==> src/rtl/pipeline_fetch_pkg.sv <==
// Shared types and constants for the instruction fetch unit.
package pipeline_pkg;

  localparam int PC_W   = 8;
  localparam int INST_W = 16;

  localparam logic [3:0] OP_HALT = 4'hF;

  typedef enum logic [2:0] {
    IDLE,
    REQ,
    HOLD,
    DROP,
    HALTED
  } fetch_state_t;

  // PC arithmetic wraps modulo 256 by construction of the 8-bit result.
  function automatic logic [PC_W-1:0] pc_inc(input logic [PC_W-1:0] pc);
    return pc + PC_W'(2);
  endfunction

endpackage

==> src/rtl/pipeline_fetch_if.sv <==
// Instruction-memory request/acknowledge bundle between fetch unit and memory.
interface pipeline_fetch_if;
  import pipeline_pkg::*;

  logic              imem_req;
  logic [PC_W-1:0]   imem_addr;
  logic              imem_ack;
  logic [INST_W-1:0] imem_rdata;

  modport master (output imem_req, imem_addr, input imem_ack, imem_rdata);
  modport slave  (input imem_req, imem_addr, output imem_ack, imem_rdata);
endinterface

==> src/rtl/pipeline_fetch.sv <==
// Instruction fetch unit: PC, memory handshake, one-entry stall buffer, redirects.
// Optional HALT opcode handling is enabled with `define PIPELINE_FETCH_HALT_EN.
module pipeline_fetch
  import pipeline_pkg::*;
#(
  parameter logic [PC_W-1:0] RESET_PC = 8'h00
) (
  input  logic                clk,
  input  logic                rst,
  input  logic                stall,
  input  logic                br_taken,
  input  logic [PC_W-1:0]     br_target,
  pipeline_fetch_if.master    imem,
  output logic                IF_en,
  output logic [PC_W-1:0]     PC2_out,
  output logic [INST_W-1:0]   inst_out,
  output logic                halted
);

  fetch_state_t      state, state_nxt;
  logic [PC_W-1:0]   pc, pc_nxt;
  logic [PC_W-1:0]   pend_pc, pend_nxt;
  logic [INST_W-1:0] buf_inst;
  logic [PC_W-1:0]   buf_pc2;
  logic              buf_load;

  always_comb begin
    state_nxt      = state;
    pc_nxt         = pc;
    pend_nxt       = pend_pc;
    buf_load       = 1'b0;
    imem.imem_req  = 1'b0;
    imem.imem_addr = '0;
    IF_en          = 1'b0;
    PC2_out        = '0;
    inst_out       = '0;
    halted         = 1'b0;

    case (state)
      IDLE: state_nxt = REQ;

      REQ: begin
        imem.imem_req  = 1'b1;
        imem.imem_addr = pc;
        if (imem.imem_ack) begin
          if (br_taken) begin
            pc_nxt = br_target;
          end else begin
            pc_nxt = pc_inc(pc);
            if (stall) begin
              buf_load  = 1'b1;
              state_nxt = HOLD;
            end else begin
              IF_en    = 1'b1;
              inst_out = imem.imem_rdata;
              PC2_out  = pc_inc(pc);
`ifdef PIPELINE_FETCH_HALT_EN
              if (imem.imem_rdata[INST_W-1 -: 4] == OP_HALT) state_nxt = HALTED;
`endif
            end
          end
        end else if (br_taken) begin
          pend_nxt  = br_target;
          state_nxt = DROP;
        end
      end

      // Buffer contents stay visible while stalled; delivered on the first free cycle.
      HOLD: begin
        inst_out = buf_inst;
        PC2_out  = buf_pc2;
        if (br_taken) begin
          pc_nxt    = br_target;
          state_nxt = REQ;
        end else if (!stall) begin
          IF_en     = 1'b1;
          state_nxt = REQ;
`ifdef PIPELINE_FETCH_HALT_EN
          if (buf_inst[INST_W-1 -: 4] == OP_HALT) state_nxt = HALTED;
`endif
        end
      end

      // Request cannot be withdrawn: keep the old address until the ack, then discard it.
      DROP: begin
        imem.imem_req  = 1'b1;
        imem.imem_addr = pc;
        if (br_taken) pend_nxt = br_target;
        if (imem.imem_ack) begin
          pc_nxt    = br_taken ? br_target : pend_pc;
          state_nxt = REQ;
        end
      end

`ifdef PIPELINE_FETCH_HALT_EN
      HALTED: begin
        halted = 1'b1;
        if (br_taken) begin
          pc_nxt    = br_target;
          state_nxt = REQ;
        end
      end
`endif

      default: state_nxt = IDLE;
    endcase
  end

  always_ff @(posedge clk) begin
    if (rst) begin
      state <= IDLE;
      pc    <= RESET_PC;
    end else begin
      state <= state_nxt;
      pc    <= pc_nxt;
    end
  end

  always_ff @(posedge clk) begin
    pend_pc <= pend_nxt;
    if (buf_load) begin
      buf_inst <= imem.imem_rdata;
      buf_pc2  <= pc_inc(pc);
    end
  end

endmodule

==> src/flat_wrapper.sv <==
// flat-port wrapper written by rule: the top's interface ports become plain ports
module pipeline_fetch_flat import pipeline_pkg::*;
#(
  parameter logic [PC_W-1:0] RESET_PC = 8'h00
)
  (clk, rst, stall, br_taken, br_target, IF_en, PC2_out, inst_out, halted, imem_imem_req, imem_imem_addr, imem_imem_ack, imem_imem_rdata);
  pipeline_fetch_if imem_i ();
  input  logic clk;
  input  logic rst;
  input  logic stall;
  input  logic br_taken;
  input  logic [PC_W-1:0] br_target;
  output logic IF_en;
  output logic [PC_W-1:0] PC2_out;
  output logic [INST_W-1:0] inst_out;
  output logic halted;
  output wire logic [$bits(imem_i.imem_req)-1:0] imem_imem_req;
  output wire logic [$bits(imem_i.imem_addr)-1:0] imem_imem_addr;
  input wire logic [$bits(imem_i.imem_ack)-1:0] imem_imem_ack;
  input wire logic [$bits(imem_i.imem_rdata)-1:0] imem_imem_rdata;
  assign imem_imem_req = imem_i.imem_req;
  assign imem_imem_addr = imem_i.imem_addr;
  assign imem_i.imem_ack = imem_imem_ack;
  assign imem_i.imem_rdata = imem_imem_rdata;
  pipeline_fetch #(.RESET_PC(RESET_PC)) u_core (.clk(clk), .rst(rst), .stall(stall), .br_taken(br_taken), .br_target(br_target), .imem(imem_i), .IF_en(IF_en), .PC2_out(PC2_out), .inst_out(inst_out), .halted(halted));
endmodule
==> config.mk <==
export PLATFORM = sky130hd
export DESIGN_NAME = pipeline_fetch_flat
export DESIGN_NICKNAME = d
export VERILOG_FILES = /design/src/rtl/pipeline_fetch_pkg.sv /design/src/rtl/pipeline_fetch_if.sv /design/src/rtl/pipeline_fetch.sv /design/src/flat_wrapper.sv
export SDC_FILE = /design/constraint.sdc
export NUM_CORES = 1
export LEC_CHECK = 0
export CAP_MARGIN = 40
export CORE_ASPECT_RATIO = 2
export CORE_MARGIN = 3
export CORE_UTILIZATION = 39
export DETAILED_ROUTE_END_ITERATION = 10
export PLACE_DENSITY = 0.67
export RECOVER_POWER = 100
export SETUP_SLACK_MARGIN = 0.1
export SLEW_MARGIN = 20
export SYNTH_ARGS = -nofsm -noshare
export SYNTH_HDL_FRONTEND = slang
export SYNTH_SLANG_ARGS = --single-unit
==> constraint.sdc <==
create_clock -name clk -period 5.2 [get_ports clk]
set_input_delay 0.78 -clock clk [delete_from_list [all_inputs] [get_ports clk]]
set_output_delay 0.78 -clock clk [all_outputs]
set_load 0.005 [all_outputs]
---- Word level (Yosys, flattened, before mapping) ----
Index checks and enable logic that the tools add are counted.
storage, ports and cells
  register bits after elaboration ......... 43
  output and inout bits ................... 35
cells by class
  add/sub/neg operators ................... 1
  equal/unequal tests ..................... 11
  muxes and demuxes ....................... 34
  reduce and logical (&&, ||, !) cells .... 7
operators by type and width
  kind                 count
  $mux 8               10
  $mux 16              3
  $pmux 16 s2          1
  $pmux 8 s2           2
  $pmux 8 s3           1
  $mux 3               7
  $ne 3x3->1 const B   4
  $pmux 3 s4           1
  $add 8x2->8 const B  1
  $mux 1               8
  $ne 2x2->1 const B   4
  $eq 3x2->1 const B   2
  $reduce_and 5->1     1
  $reduce_and 4->1     1
  $eq 3x1->1 const B   1
  $logic_not 3->1      1
  $reduce_bool 3->1    1
  $pmux 1 s2           1
  $reduce_and 2->1     1
  $reduce_bool 2->1    1
  $reduce_or 2->1      1

---- Longest topological paths before layout ----
  depth in word-level cells ............... 5
  depth in mapped cells ................... 8
  gate-level depth less buffers ........... 6

---- Worst setup path before layout ----
No wires, ideal clock.
  kind .................................... input to register
  start ................................... in br_taken
  end ..................................... reg u_core.buf_inst[0], enable pin
  arrival ................................. 2.959 ns
  slack ................................... 1.800 ns
  stages .................................. 3
  cell sequence ........................... buf_4 -> buf_2 -> nor3b_1
between the ends
  word-level cells in the longest chain between the ends .. 3
ends and longest elaborated chain
  element                    line                   text
  start: declaration         flat_wrapper.sv:11     input logic br_taken;
  $mux 1                     pipeline_fetch.sv:46   if (br_taken) begin
  $mux 1                     pipeline_fetch.sv:45   if (imem.imem_ack) begin
  $mux 1                     pipeline_fetch.sv:39   case (state)
  named net u_core.buf_load  pipeline_fetch.sv:25   logic buf_load;
  end signal: assignment     pipeline_fetch.sv:122  buf_inst <= imem.imem_rdata;
  end: declaration           pipeline_fetch.sv:23   logic [INST_W-1:0] buf_inst;
The timed path passes the listed nets, and every way through them passes these cells.
A chain may end at the register's enable or synchronous reset.

---- Worst setup path after layout ----
  start ................................... in br_taken
  end ..................................... out PC2_out[3]
between the ends
  word-level cells in the longest chain between the ends .. 3
ends and longest elaborated chain
  element           line                  text
  $mux 8            pipeline_fetch.sv:46
  $mux 8            pipeline_fetch.sv:45
  $pmux 8 s2        pipeline_fetch.sv:39
  end: declaration  flat_wrapper.sv:14    output logic [PC_W-1:0] PC2_out;
No other way between the ends.

==> results.yml <==
timing:
  maxSlewHeadroom_pct: 14.2
  skew_ns: 0.00507
  tightest_slew_ns: 1.29
  fin_tns_setup_ns: 0
  slew_violations: 0
  final-setup-viol-count: 0
  fin_crit_ns: 4.18
  rsz0062_at_grt: "false"
  max_freq_mhz: 239
  hold_viol: 0
  finalCritPeriodShare_pct: 80.3
grt:
  grt_usage_pct: 15.7
  grt_pass1_vias: 1735
  gr-total-overflow: 0
  grt_pass1_wl_um: 8340
  grt_max_degree: 28
  antenna_found_initial: 0
final_layout:
  antenna_cells: 0
  final_nets: 302
  drive_gt1_share_pct: 8.21
  nFillCells: 543
  layout.cells.non_filler: 329
  area_delta_synth_final_pct: 32.6
yosys:
  synth-edff-count: 32
  synth_area_per_cell_um2: 11.2
  synth.area.mux_share_pct: 3.86
  synth-simple-area-share_pct: 17.1
  synth.yosys.warnings: 0
  synth_nets: 244
  netlist_top_cells_count: "32 x edfxtp_1, 30 x nor2b_1, 24 x a22oi_1"
  synth_top_area_cell: "edfxtp_1"
  synthAdderAreaFrac_pct: 3.22
  ys_ff_latch: 42
  synth_cell_types: 48
  synth_area_leaders: "edfxtp_1 41%, dfxtp_1 8.6%, nor2b_1 8.0%"
  synth_most_common_cell: "edfxtp_1"
  synth_top_family_by_area: "compound AO/OA/AOI/OAI gates"
  syn_inst: 209
  synth_compound_area_share_pct: 18.9
  netlist_area_um2: 2330
  ys.flop_type: "edfxtp_1"
  synth.top_cell.area_share_pct: 41.2
  synth_xor_xnor_area_share_pct: 1.88
  synth_seq_area_share_pct: 49.8
  synthArstFlopShare_pct: 0
pwr:
  p_comb_share_pct: 30.7
  seqPwrFrac_pct: 41.7
  clkPwrFrac_pct: 27.5
  power_density_nw_per_um2: 348
  internal_power_mw: 0.752
  power_switching_mw: 0.326
  vdd_drop_max_mv: 0.205
  leakage_nw: 1.14
  switching_share_pct: 30.3
routing:
  drt-initial-drc-count: 93
  post_drt_wl_per_cell_um: 16.4
  vias: 1836
  drc: 0
  ant_nets: 0
  drt-total-wl_um: 5410
  vias_per_cell: 5.58
  drt_pass1_iterations: 5
critical_path:
  worstPathRequired_ns: 4.42
  slowest_delay_ns: 0.59
  worstReg2RegEnd: "u_core.buf_inst[0]"
  cpLargestDelayFamily: "buffers and inverters"
  slowest_stage: "nor3_4"
  reg2reg_slack_ns: 2.66
  crit_arrival_ns: 3.40
  crit_type: "in2out"
  critPathMostFrequentCell: "dlygate4sd3_1"
  start_kind: "primary input"
  worstPathMaxFanout: 21
  cp_num_buf_inv: 4
  end_kind: "output port"
  critical_path.cell_chain: "dlygate4sd3_1, clkbuf_1, nor3_4, buf_4, a22oi_1, nor2b_1, dlygate4sd3_1"
  reg2reg_from: "u_core.state[1]"
  r2r_cells: 5
floorplan:
  dieArea_um2: 7000
  start_util_pct: 40.5
  fp.dieW_um: 60.7
  pin_count: 64
  core.rowCount: 39
  coreArea_um2: 5760
  die_h_um: 115
clock_tree:
  cts_setup_buffers: 0
  htree_levels: 2
  hold_buffers: 0
  clkLatencyLatePin_ns: 0.28
  clockRootBuffer: "clkbuf_16"
  clkSinkCount: 42
  numCtsBuffers: 5
  post_cts_resized: 0
  cts_tree: "built"
  clockBufferDepth: 2
  path_clk_slew_ns: 0.06
run:
  max-cap-violations: 0
min_path:
  hold_path.class: "reg2reg"
  hold_depth: 0
  whs_endpoint: "u_core.buf_pc2[0]"
  hp-start: "u_core.pc[0]"
place:
  place_congestion: 0.720
  port_buffers: 62
  dp.cells: 320
  place.detailed.hpwl_um: 4060
outcome:
  status: "complete, no violations"
logic make-up after synthesis:
family / Yosys count
adders and majority gates: 6
DFF: 42
xor gates and xnor gates: 5
AOI/OAI and AO/OA: 58
other: 1
muxes: 8
buffers and inverters: 22
and+or+nand+nor: 67
worst register-to-register path, delay by kind of cell, from the launching register on:
| family | cells | cell delay (ns) |
|---|---|---|
| adders and majority gates | 1 | 0.30 |
| buffers and inverters | 2 | 1.11 |
| DFF | 1 | 0.33 |
| and+or+nand+nor | 2 | 0.41 |
worst max-delay path by stage:
stage                     depth (start not counted)  slack (ns)                 end           from
after detailed placement                          7        1.36          PC2_out[3]  imem_imem_ack
after CTS                                         7        1.36          PC2_out[3]  imem_imem_ack
after global routing                              7        0.78          PC2_out[4]       br_taken
final                                             7        1.02          PC2_out[3]       br_taken
after floorplan                                   3        1.80  u_core.buf_inst[0]       br_taken
after global placement                            7        1.37          PC2_out[3]  imem_imem_ack
stage by stage:
stage / hold slack, ns / total power [mW] / setup slack [ns] / cell area, um2 / util, %
2_1_floorplan: 0.446 / 0.684 / 1.80 / 2330 / -
3_3_place_gp: 0.476 / 0.798 / 1.37 / 2970 / 51.5
3_5_place_dp: 0.478 / 0.806 / 1.36 / 2970 / 51.5
4_1_cts: 0.495 / 1.10 / 1.36 / 3110 / 53.9
5_1_grt: 0.513 / 1.14 / 0.781 / 3090 / 53.7
6_report: 0.485 / 1.08 / 1.02 / 3090 / 53.7
layout by cell type (no fill, tap or decap), drive strengths merged, types with 2 or more instances in the layout:
master,instances
o21ai,5
clkinv,2
clkdlybuf4s50,13
nand2b,2
a222oi,3
mux2,8
xor2,3
edfxtp,32
dfxtp,10
nand3,3
xnor2,2
dlygate4sd3,49
nor3b,2
a311oi,2
a22oi,24
a31oi,2
and3,5
a2bb2oi,2
nor2b,30
ha,6
a22o,2
a21oi,5
nand2,5
nor2,12
clkbuf,9
inv,6
a31o,2
buf,2
a211oi,4
layer usage:
| metal | GRT usage [%] | wire [um] | vias up |
|---|---|---|---|
| met4 | 5.79 | 96 | 0 |
| li1 | - | - | 896 |
| met1 | 16.6 | 1980 | 890 |
| met3 | 2.92 | 231 | 6 |
| met5 | 0 | 0 | - |
| met2 | 29.2 | 3100 | 44 |
power groups by stage:
stage          Clock [mW]  Combinational, mW  Sequential, mW
4_1_cts             0.304              0.350           0.450
2_1_floorplan           0              0.239           0.444
6_report            0.297              0.331           0.450
3_5_place_dp            0              0.348           0.457
5_1_grt             0.318              0.368           0.456
3_3_place_gp            0              0.343           0.455
layout make-up:
class | count | area (um2) | area share, %
Clock buffer | 6 | 129 | 4.16
Clock inverter | 2 | 10.0 | 0.323
Inverter | 6 | 22.5 | 0.728
Multi-Input combinational cell | 145 | 1050 | 33.9
Sequential cell | 42 | 1160 | 37.5
Tap cell | 61 | 76.3 | 2.47
Timing Repair Buffer | 67 | 647 | 20.9
sequential cells by signal, summed over array words and instances (netlist names):
name             count
u_core.buf_inst     16
u_core.buf_pc2       8
u_core.pc            8
u_core.pend_pc       8
u_core.state         2
No activity file was read; power rests on OpenSTA's default activity.
